==> config.mk <==
export PLATFORM = sky130hd
export DESIGN_NAME = uart_rx_set_config_flat
export DESIGN_NICKNAME = d
export VERILOG_FILES = /design/src/rtl/uart_rx_set_config_pkg.sv /design/src/rtl/uart_rx_set_config_if.sv /design/src/rtl/uart_rx_set_config_byte.sv /design/src/rtl/uart_rx_set_config.sv /design/src/flat_wrapper.sv
export SDC_FILE = /design/constraint.sdc
export NUM_CORES = 1
export LEC_CHECK = 0
export BUFFER_PORTS_ARGS = -buffer_cell sky130_fd_sc_hd__buf_2
export CAP_MARGIN = 25
export CELL_PAD_IN_SITES_DETAIL_PLACEMENT = 1
export CELL_PAD_IN_SITES_GLOBAL_PLACEMENT = 1
export CORE_MARGIN = 1
export CORE_UTILIZATION = 45
export CTS_BUF_LIST = sky130_fd_sc_hd__clkbuf_4
export CTS_CLUSTER_DIAMETER = 120
export DETAILED_ROUTE_END_ITERATION = 10
export PLACE_DENSITY_LB_ADDON = 0.1
export SLEW_MARGIN = 20
export SYNTH_ARGS = -nofsm -noshare
export SYNTH_HDL_FRONTEND = slang
export SYNTH_SLANG_ARGS = --single-unit
==> constraint.sdc <==
create_clock -name clk -period 2.8 [get_ports clk]
set_input_delay 0.14 -clock clk [delete_from_list [all_inputs] [get_ports clk]]
set_output_delay 0.14 -clock clk [all_outputs]
set_load 0.02 [all_outputs]
==> src/rtl/uart_rx_set_config_pkg.sv <==
// Shared definitions for the motor configuration receiver: frame header,
// B1 field positions and the state types of the byte and frame machines.
package motoro3_cfg_pkg;

   localparam logic [7:0] CFG_HDR = 8'h55;

   // B1 layout: [7] start, [6] invOrStop, [5:2] ignored, [1:0] freq[9:8]
   localparam int B1_START    = 7;
   localparam int B1_INV      = 6;
   localparam int B1_FREQ_MSB = 1;

   typedef enum logic [1:0] {
      RX_IDLE,
      RX_START,
      RX_DATA,
      RX_STOP
   } rx_state_t;

   typedef enum logic [1:0] {
      P_HUNT,
      P_GET1,
      P_GET2,
      P_GETSUM
   } prs_state_t;

endpackage

==> src/rtl/uart_rx_set_config_if.sv <==
// Pin bundle of the configuration receiver.
//   uRx          serial input, idles high
//   m3freq/m3start/m3invOrStop  motor-control settings
//   cfgStrobe/cfgCnt            apply pulse and accepted-frame count
//   frameErr/sumErr/gapErr      one-cycle error pulses
// slave: the receiver; master: whoever drives the line and watches results.
interface uart_rx_set_config_if;
   logic       uRx;
   logic [9:0] m3freq;
   logic       m3start;
   logic       m3invOrStop;
   logic       cfgStrobe;
   logic [7:0] cfgCnt;
   logic       frameErr;
   logic       sumErr;
   logic       gapErr;

   modport master (
      output uRx,
      input  m3freq, m3start, m3invOrStop, cfgStrobe, cfgCnt,
      input  frameErr, sumErr, gapErr
   );

   modport slave (
      input  uRx,
      output m3freq, m3start, m3invOrStop, cfgStrobe, cfgCnt,
      output frameErr, sumErr, gapErr
   );
endinterface

==> src/rtl/uart_rx_set_config_byte.sv <==
// 8N1 byte receiver: two-flop synchroniser, start-bit qualification,
// LSB-first data sampling and stop-bit check.
//   clk, rst     clock, synchronous active-high reset
//   rx_pin       asynchronous serial line
//   byte_valid   one-cycle pulse, byte_data holds the received byte
//   frame_err    one-cycle pulse when the stop bit is sampled low
//
// state    | meaning
// RX_IDLE  | waiting for a 1->0 edge on the synchronised line
// RX_START | half bit-time wait, then recheck that the line is still low
// RX_DATA  | one sample per bit-time, 8 bits
// RX_STOP  | one bit-time wait, then sample the stop bit
module uart_rx_byte
   import motoro3_cfg_pkg::*;
#(
   parameter int CLKS_PER_BIT = 87
) (
   input  logic       clk,
   input  logic       rst,
   input  logic       rx_pin,
   output logic       byte_valid,
   output logic [7:0] byte_data,
   output logic       frame_err
);

   localparam int CW = $clog2(CLKS_PER_BIT);
   localparam logic [CW-1:0] FULL_LD = CW'(CLKS_PER_BIT - 1);
   localparam logic [CW-1:0] HALF_LD = CW'(CLKS_PER_BIT / 2 - 1);

   rx_state_t     state, state_nxt;
   logic          sync1, sync2, prev;
   logic [CW-1:0] cnt, cnt_nxt;
   logic [2:0]    bit_idx, bit_idx_nxt;
   logic [7:0]    shreg, shreg_nxt;
   logic          valid_nxt, ferr_nxt;

   assign byte_data = shreg;

   always_ff @(posedge clk) begin
      if (rst) begin
         sync1      <= 1'b1;
         sync2      <= 1'b1;
         prev       <= 1'b1;
         state      <= RX_IDLE;
         cnt        <= '0;
         bit_idx    <= '0;
         shreg      <= '0;
         byte_valid <= 1'b0;
         frame_err  <= 1'b0;
      end else begin
         sync1      <= rx_pin;
         sync2      <= sync1;
         prev       <= sync2;
         state      <= state_nxt;
         cnt        <= cnt_nxt;
         bit_idx    <= bit_idx_nxt;
         shreg      <= shreg_nxt;
         byte_valid <= valid_nxt;
         frame_err  <= ferr_nxt;
      end
   end

   // Counters are loaded with N-1 so the terminal-count cycle is the sample point.
   always_comb begin
      state_nxt   = state;
      cnt_nxt     = cnt;
      bit_idx_nxt = bit_idx;
      shreg_nxt   = shreg;
      valid_nxt   = 1'b0;
      ferr_nxt    = 1'b0;
      unique case (state)
         RX_IDLE: begin
            if (prev && !sync2) begin
               state_nxt = RX_START;
               cnt_nxt   = HALF_LD;
            end
         end
         RX_START: begin
            if (cnt != '0) begin
               cnt_nxt = cnt - 1'b1;
            end else if (!sync2) begin
               state_nxt   = RX_DATA;
               cnt_nxt     = FULL_LD;
               bit_idx_nxt = '0;
            end else begin
               state_nxt = RX_IDLE;
            end
         end
         RX_DATA: begin
            if (cnt != '0) begin
               cnt_nxt = cnt - 1'b1;
            end else begin
               shreg_nxt = {sync2, shreg[7:1]};
               cnt_nxt   = FULL_LD;
               if (bit_idx == 3'd7) state_nxt = RX_STOP;
               else                 bit_idx_nxt = bit_idx + 3'd1;
            end
         end
         RX_STOP: begin
            if (cnt != '0) begin
               cnt_nxt = cnt - 1'b1;
            end else begin
               valid_nxt = sync2;
               ferr_nxt  = !sync2;
               state_nxt = RX_IDLE;
            end
         end
         default: state_nxt = RX_IDLE;
      endcase
   end

endmodule

==> src/rtl/uart_rx_set_config.sv <==
// Configuration frame receiver for the three-phase motor block.
// Parses 0x55, B1, B2, SUM frames from the UART byte stream and applies
// freq/start/invOrStop atomically when SUM = 0x55 ^ B1 ^ B2.
//   clk, rst   10 MHz motor clock, synchronous active-high reset
//   cfg        pin bundle (slave side): uRx in, settings and pulses out
//
// state    | meaning
// P_HUNT   | waiting for the 0x55 header
// P_GET1   | expecting B1 (start, invOrStop, freq[9:8])
// P_GET2   | expecting B2 (freq[7:0])
// P_GETSUM | expecting SUM; apply on match, sumErr otherwise
module uart_rx_set_config
   import motoro3_cfg_pkg::*;
#(
   parameter int         CLKS_PER_BIT = 87,
   parameter int         GAP_BITS     = 20,
   parameter logic [9:0] FREQ_RESET   = 10'd0
) (
   input logic                 clk,
   input logic                 rst,
   uart_rx_set_config_if.slave cfg
);

   localparam int GAP_LIMIT = GAP_BITS * CLKS_PER_BIT;
   localparam int GW        = $clog2(GAP_LIMIT + 1);
   localparam logic [GW-1:0] GAP_LD = GW'(GAP_LIMIT);

   logic       rx_valid, rx_ferr;
   logic [7:0] rx_data;

   uart_rx_byte #(.CLKS_PER_BIT(CLKS_PER_BIT)) u_rx (
      .clk        (clk),
      .rst        (rst),
      .rx_pin     (cfg.uRx),
      .byte_valid (rx_valid),
      .byte_data  (rx_data),
      .frame_err  (rx_ferr)
   );

   assign cfg.frameErr = rx_ferr;

   prs_state_t    pstate, pstate_nxt;
   logic [GW-1:0] gap_cnt, gap_nxt;
   logic [7:0]    sum_acc, sum_nxt;
   logic          f_start, start_nxt, f_inv, inv_nxt;
   logic [1:0]    f_hi, hi_nxt;
   logic [7:0]    f_lo, lo_nxt;
   logic          apply, sum_bad, timeout;

   always_ff @(posedge clk) begin
      if (rst) begin
         pstate          <= P_HUNT;
         gap_cnt         <= GAP_LD;
         sum_acc         <= '0;
         f_start         <= 1'b0;
         f_inv           <= 1'b0;
         f_hi            <= '0;
         f_lo            <= '0;
         cfg.m3freq      <= FREQ_RESET;
         cfg.m3start     <= 1'b0;
         cfg.m3invOrStop <= 1'b0;
         cfg.cfgCnt      <= '0;
         cfg.cfgStrobe   <= 1'b0;
         cfg.sumErr      <= 1'b0;
         cfg.gapErr      <= 1'b0;
      end else begin
         pstate  <= pstate_nxt;
         gap_cnt <= gap_nxt;
         sum_acc <= sum_nxt;
         f_start <= start_nxt;
         f_inv   <= inv_nxt;
         f_hi    <= hi_nxt;
         f_lo    <= lo_nxt;
         if (apply) begin
            cfg.m3freq      <= {f_hi, f_lo};
            cfg.m3start     <= f_start;
            cfg.m3invOrStop <= f_inv;
            cfg.cfgCnt      <= cfg.cfgCnt + 8'd1;
         end
         cfg.cfgStrobe <= apply;
         cfg.sumErr    <= sum_bad;
         cfg.gapErr    <= timeout;
      end
   end

   // The checksum is accumulated byte by byte so the ignored B1 bits still
   // take part in it without being stored.
   always_comb begin
      pstate_nxt = pstate;
      gap_nxt    = gap_cnt;
      sum_nxt    = sum_acc;
      start_nxt  = f_start;
      inv_nxt    = f_inv;
      hi_nxt     = f_hi;
      lo_nxt     = f_lo;
      apply      = 1'b0;
      sum_bad    = 1'b0;
      timeout    = 1'b0;

      if (pstate == P_HUNT) begin
         gap_nxt = GAP_LD;
      end else if (gap_cnt == '0) begin
         timeout = 1'b1;
         gap_nxt = GAP_LD;
      end else if (rx_valid) begin
         gap_nxt = GAP_LD;
      end else begin
         gap_nxt = gap_cnt - 1'b1;
      end

      // A timeout wins over a byte arriving in the same cycle; that byte is dropped.
      if (timeout || (rx_ferr && pstate != P_HUNT)) begin
         pstate_nxt = P_HUNT;
      end else if (rx_valid) begin
         unique case (pstate)
            P_HUNT: begin
               if (rx_data == CFG_HDR) begin
                  pstate_nxt = P_GET1;
                  sum_nxt    = CFG_HDR;
               end
            end
            P_GET1: begin
               start_nxt  = rx_data[B1_START];
               inv_nxt    = rx_data[B1_INV];
               hi_nxt     = rx_data[B1_FREQ_MSB -: 2];
               sum_nxt    = sum_acc ^ rx_data;
               pstate_nxt = P_GET2;
            end
            P_GET2: begin
               lo_nxt     = rx_data;
               sum_nxt    = sum_acc ^ rx_data;
               pstate_nxt = P_GETSUM;
            end
            P_GETSUM: begin
               apply      = (rx_data == sum_acc);
               sum_bad    = (rx_data != sum_acc);
               pstate_nxt = P_HUNT;
            end
            default: pstate_nxt = P_HUNT;
         endcase
      end
   end

endmodule
==> src/flat_wrapper.sv <==
// flat-port wrapper written by rule: the top's interface ports become plain ports
module uart_rx_set_config_flat import motoro3_cfg_pkg::*;
#(
   parameter int         CLKS_PER_BIT = 87,
   parameter int         GAP_BITS     = 20,
   parameter logic [9:0] FREQ_RESET   = 10'd0
)
  (clk, rst, cfg_uRx, cfg_m3freq, cfg_m3start, cfg_m3invOrStop, cfg_cfgStrobe, cfg_cfgCnt, cfg_frameErr, cfg_sumErr, cfg_gapErr);
  uart_rx_set_config_if cfg_i ();
  input logic clk;
  input logic rst;
  input wire logic [$bits(cfg_i.uRx)-1:0] cfg_uRx;
  output wire logic [$bits(cfg_i.m3freq)-1:0] cfg_m3freq;
  output wire logic [$bits(cfg_i.m3start)-1:0] cfg_m3start;
  output wire logic [$bits(cfg_i.m3invOrStop)-1:0] cfg_m3invOrStop;
  output wire logic [$bits(cfg_i.cfgStrobe)-1:0] cfg_cfgStrobe;
  output wire logic [$bits(cfg_i.cfgCnt)-1:0] cfg_cfgCnt;
  output wire logic [$bits(cfg_i.frameErr)-1:0] cfg_frameErr;
  output wire logic [$bits(cfg_i.sumErr)-1:0] cfg_sumErr;
  output wire logic [$bits(cfg_i.gapErr)-1:0] cfg_gapErr;
  assign cfg_i.uRx = cfg_uRx;
  assign cfg_m3freq = cfg_i.m3freq;
  assign cfg_m3start = cfg_i.m3start;
  assign cfg_m3invOrStop = cfg_i.m3invOrStop;
  assign cfg_cfgStrobe = cfg_i.cfgStrobe;
  assign cfg_cfgCnt = cfg_i.cfgCnt;
  assign cfg_frameErr = cfg_i.frameErr;
  assign cfg_sumErr = cfg_i.sumErr;
  assign cfg_gapErr = cfg_i.gapErr;
  uart_rx_set_config #(.CLKS_PER_BIT(CLKS_PER_BIT), .GAP_BITS(GAP_BITS), .FREQ_RESET(FREQ_RESET)) u_core (.clk(clk), .rst(rst), .cfg(cfg_i));
endmodule
# Word-level counts from Yosys, hierarchy flattened
# Index checks and enable logic that the tools add are counted.
[op_classes]
addsub = 4
bitwise = 6
eq_ne = 20
n_reduce_logical = 24
muxes = 27
[op_table]
columns = ["operator", "count"]
rows = [
  ["7-bit 2-to-1 mux", 5],
  ["7-bit case mux with 4 select lines", 1],
  ["2-bit inequality test (second input constant)", 9],
  ["2-bit case mux with 4 select lines", 2],
  ["8-bit case mux with 2 select lines", 1],
  ["2-bit 2-to-1 mux", 7],
  ["3-bit 2-to-1 mux", 4],
  ["11-bit logical NOT", 1],
  ["11-bit by 1-bit subtractor with 11-bit output (second input constant)", 1],
  ["5-bit AND reduction", 2],
  ["3-bit AND reduction", 3],
  ["8-bit by 1-bit adder with 8-bit output (second input constant)", 1],
  ["2-bit equality test (second input constant)", 4],
  ["8-bit by 7-bit equality test with 1-bit output (second input constant)", 1],
  ["8-bit equality test", 1],
  ["8-bit 2-to-1 mux", 1],
  ["8-bit inequality test", 1],
  ["4-bit OR reduction", 2],
  ["8-bit bitwise XOR", 1],
  ["7-bit nonzero test", 1],
  ["7-bit by 1-bit subtractor with 7-bit output (second input constant)", 1],
  ["3-bit case mux with 2 select lines", 1],
  ["2-bit nonzero test", 3],
  ["1-bit 2-to-1 mux", 5],
  ["other kinds (13)", 22],
]
[word_totals]
output_inout_bits = 24
input_bits = 3
elab_cells = 104
regBits = 81

# Logic depth before layout (Yosys ltp)
[depth]
depth_word = 6
ltp_mapped = 9
ltp_nobuf = 7

# Modules after synthesis
# From an unflattened synthesis, not the netlist that was laid out.
[unflattened]
cells_unflattened = 433
area_unflattened_um2 = 3921.3
[modules_own_cells]
columns = ["module", "area_per_inst_um2", "n_inst", "seq_area_each_um2", "cells_per_inst"]
rows = [
  ["uart_rx_set_config", 2553.7, 1, 1121.1, 275],
  ["uart_rx_byte", 1367.6, 1, 500.5, 158],
]

# Least setup slack after synthesis
# Ideal clock, no wire load.
[synth_timing]
path_kind = "register -> register"
from = "register u_core.pstate[0]"
to = "register u_core.sum_acc[7]"
path_buffers = 1
period_less_slack_ps = 2124
setup_time_ps = 62
stages_incl_launch_ff = 9
arrival_time_ps = 2062
setup_slack_ps = 676
t_required_ps = 2738
path_cell_list = "dfxtp_1 -> inv_1 -> ha_1 -> clkbuf_2 -> nor3b_1 -> a311oi_1 -> nand3b_1 -> or4b_1 -> nand3_1"
[synth_between]
elab_chain_len = 5
elab_cells_between_ends = 13
classes_between = "eq/ne: 3; mux: 2; bitwise: 1; reduce/logical: 7"
[synth_rtl]
columns = ["element", "line_no", "rtl"]
rows = [
  ["start: declaration", "uart_rx_set_config.sv:42", "prs_state_t pstate, pstate_nxt;"],
  ["start signal: assignment", "uart_rx_set_config.sv:67", "pstate <= pstate_nxt;"],
  ["parallel branches: the longest is 5 deep, another holds 4-bit AND reduction", "n/a", ""],
  ["end signal: assignment", "uart_rx_set_config.sv:69", "sum_acc <= sum_nxt;"],
  ["end: declaration", "uart_rx_set_config.sv:44", "logic [7:0] sum_acc, sum_nxt;"],
]
# Several ways; the timed one is not identified.
# A chain may end at the register's enable or synchronous reset.

# Final worst setup path
[layout_timing]
from = "register u_core.sum_acc[6]"
to = "register u_core.cfg.cfgCnt[2]"
[layout_between]
elab_chain_len = 4
[layout_rtl]
columns = ["element", "line_no", "rtl"]
rows = [
  ["8-bit equality test", "uart_rx_set_config.sv:135", "apply = (rx_data == sum_acc);"],
  ["1-bit 2-to-1 mux", "uart_rx_set_config.sv:115", "unique case (pstate)"],
  ["1-bit 2-to-1 mux", "uart_rx_set_config.sv:114", "end else if (rx_valid) begin"],
  ["1-bit 2-to-1 mux", "uart_rx_set_config.sv:112", "if (timeout || (rx_ferr && pstate != P_HUNT)) begin"],
  ["end signal: assignment", "uart_rx_set_config.sv:78", "cfg.cfgCnt <= cfg.cfgCnt + 8'd1;"],
  ["end: declaration", "uart_rx_set_config_if.sv:26", "output m3freq, m3start, m3invOrStop, cfgStrobe, cfgCnt,"],
]
# No other way between the ends.

==> run summary <==
Status = complete, no violations
Vias/cell = 5.51
Die area = 0.00873 sq mm
Die height = 93.4 microns
Pleak = 1.81 nW
Post-synthesis xor/xnor area fraction = 4.19%
# Max-Cap Violations = 0
Unrepaired setup endpoints after global routing = false
Post-CTS Setup Inserts = 0
Simple-Gate Fraction of Synth Area = 25.7%
Main combinational cell family by area after synthesis = simple AND/OR/NAND/NOR gates
Final Cycle Share = 83.2%
Synth Area in Compound Gates = 9.51%
Clk_skew = 15.1 ps
Number of global-route vias before repair = 3136
CTS sink cnt = 81
DR pass1 iterations = 5
Pins Over Slew Limit = 0
Wire per inst = 15.8 microns
Design area = 0.00421 sq mm
Syn_area_per_cell = 8.94 sq um
Clock tree from TritonCTS = yes
Core area = 0.00789 sq mm
DR vias = 3092
Seq cells post-synth = 81
WP data arrival = 2680 ps
PortBufs = 26
Cell Area, Synth = 0.00376 sq mm
Initial Util = 47.7%
Max FO, Critical Path = 18
Synth cell types = 47
Worst Max-Slew Pin Slew = 963 ps
Nets@finish = 474
Longest Clk Path Bufs = 2
Initial antenna violation count = 1
Boundary Pins = 27
Share of layout cells above drive strength 1 = 15.5%
Synth warn = 0
Min Hold Slack = 352 ps
TNS Setup = 0 ps
Synth Area in Adders = 5.65%
Cells after DPL = 544
Die width = 93.4 microns
# resized after CTS = 0
Area contributors post-synth = dfxtp_1 43%, mux2i_1 6.9%, ha_1 5.7%
Area grow syn2layout = 12.0%
Synth top area share = 43.1%
Setup crit end kind = register
Max rail drop VDD = 266 uV
GRT Total Usage = 22.2%
Reg clk slew, reported paths = 130 ps
Gate Count Post-Synth = 421
Multiplexer share of the synthesized area = 7.22%
Detail Route Antenna Nets = 0
Final critical-path required period = 2330 ps
Number of fill cells in the layout = 942
Area after DPL = 0.00405 sq mm
Hold Path Class = input port to register
Seq/Total Area, Yosys = 43.1%
Worst skew pair latency = 430 ps
Final wirelength = 8850 microns
Synthesized Nets = 441
Clock Tree Root = clkbuf_4
# DRC = 0
Fin. Hold Viols = 0
Fmax = 429 MHz
Detail Placement HPWL = 6070 microns
Hold-fix buffers, CTS = 1
Largest net degree at the start of global routing = 53
Num CTS Buffers = 9
Global-route wire length before repair = 15200 microns
PD cells = 520 mW/mm^2
Post-synth top area cell = dfxtp_1
DR iter-0 viols = 95
Setup Viol. Count Final = 0
CP startpoint kind = register
CTS HTree Levels = 3
Total global routing overflow = 0
Final GP Congestion = 0.793
Critical path required time = 3150 ps
Crit Path Category = register to register
Final Non-Filler Cells = 561
Slew HR = 35.8%
Site Rows = 32
## cells in the final DEF (no fill, tap or decap), types with 5 or more instances in the layout
| cell type | synthesis | layout |
|---|---|---|
| a21oi_1 | 27 | 27 |
| buf_2 | 2 | 26 |
| buf_4 | 1 | 16 |
| clkbuf_4 | 0 | 9 |
| dfxtp_1 | 81 | 81 |
| ha_1 | 17 | 17 |
| inv_1 | 19 | 19 |
| mux2i_1 | 26 | 26 |
| nand2_1 | 37 | 37 |
| nand2b_1 | 6 | 6 |
| nand3_1 | 23 | 23 |
| nand3b_1 | 15 | 15 |
| nor2_1 | 37 | 37 |
| nor2b_1 | 6 | 6 |
| nor3_1 | 15 | 15 |
| nor3b_1 | 7 | 7 |
| nor4_1 | 7 | 7 |
| o31ai_1 | 6 | 6 |
| or2_2 | 6 | 6 |
| or3_1 | 5 | 5 |
| xor2_1 | 14 | 14 |
## report_power, final
group	leakage, nW	total (mW)	internal [mW]	switching, mW
logic	1.07	0.237	0.0890	0.148
clock network	0.0836	0.768	0.355	0.412
registers	0.654	1.19	1.17	0.0172
## critical path: stages, from the launching register on
cell and delay, ps:
dfxtp_1 370, xor2_1 170, nor4_1 430, buf_4 210, o2111ai_2 140, buf_4 190
buf_4 220, or3_1 340, a21oi_1 190
## through the flow
step	power [mW]	setup WS (ps)	utilization, %
CTS	2.22	414	53.4
finish	2.19	471	53.4
floorplan	1.38	676	-
global placement	1.44	551	51.4
global route	2.30	253	53.4
detailed placement	1.45	487	51.4
## layer usage
layer	track usage, %	wire (microns)
met5	0	0
met4	6.54	101
met2	35.8	4070
met1	30.0	4430
met3	4.39	250
## final cells by class
cell class / instances / area (sq um) / area share, %
clock inverters: 6 / 82.6 / 1.96
repair buffers: 43 / 260 / 6.18
diodes: 1 / 2.50 / 0.0594
multi-input cells: 300 / 1980 / 47.0
flip-flops and latches: 81 / 1620 / 38.5
clock buffers: 9 / 67.6 / 1.60
inverters: 19 / 71.3 / 1.69
well taps: 102 / 128 / 3.03
## sequential cells by signal (all words and copies together) (netlist names), 2 cells and up, named ones only
register and cells:
u_core.pstate 2, u_core.sum_acc 8, u_core.f_lo 8, u_core.cfg.cfgCnt 8, u_core.u_rx.cnt 7, u_core.u_rx.bit_idx 3, u_core.gap_cnt 11, u_core.f_hi 2
u_core.u_rx.byte_data 8, u_core.cfg.m3freq 10
## synthesized netlist by cell type, drive strengths merged
library cell,count
a311oi,2
or4,6
a2111oi,1
or4bb,2
a211oi,2
buf,5
inv,19
or3b,2
nand3,23
nor2b,6
or2,6
a21boi,1
clkbuf,16
nand2b,6
a21o,1
o31ai,6
mux2i,26
o21ai,6
xnor2,4
nor2,37
and2,2
or3,5
nor3b,7
a31oi,4
o211ai,3
o2111ai,2
or4b,1
nand2,37
mux2,1
dfxtp,81
nand3b,15
nor4,8
nor3,15
a21oi,27
nor4b,1
ha,17
nand4,1
xor2,14
o32ai,3
## worst paths after layout
| check | startpoint | end | slack (ps) | depth (start not counted) |
|---|---|---|---|---|
| setup reg to reg | u_core.sum_acc[6] | u_core.cfg.cfgCnt[2] | 470 | 8 |
| hold / removal | rst | u_core.u_rx.byte_data[0] | 350 | 2 |
| setup / recovery | u_core.sum_acc[6] | u_core.cfg.cfgCnt[2] | 470 | 8 |
| hold reg to reg | u_core.u_rx.sync1 | u_core.u_rx.sync2 | 440 | 1 |
## logic make-up after synthesis
| kind of cell | Yosys count |
|---|---|
| fa+ha+maj | 17 |
| buf+inv | 40 |
| mux | 27 |
| simple gates | 180 |
| xor+xnor | 18 |
| flops | 81 |
| compound gates | 58 |
Power figures use the tool's default switching activity.
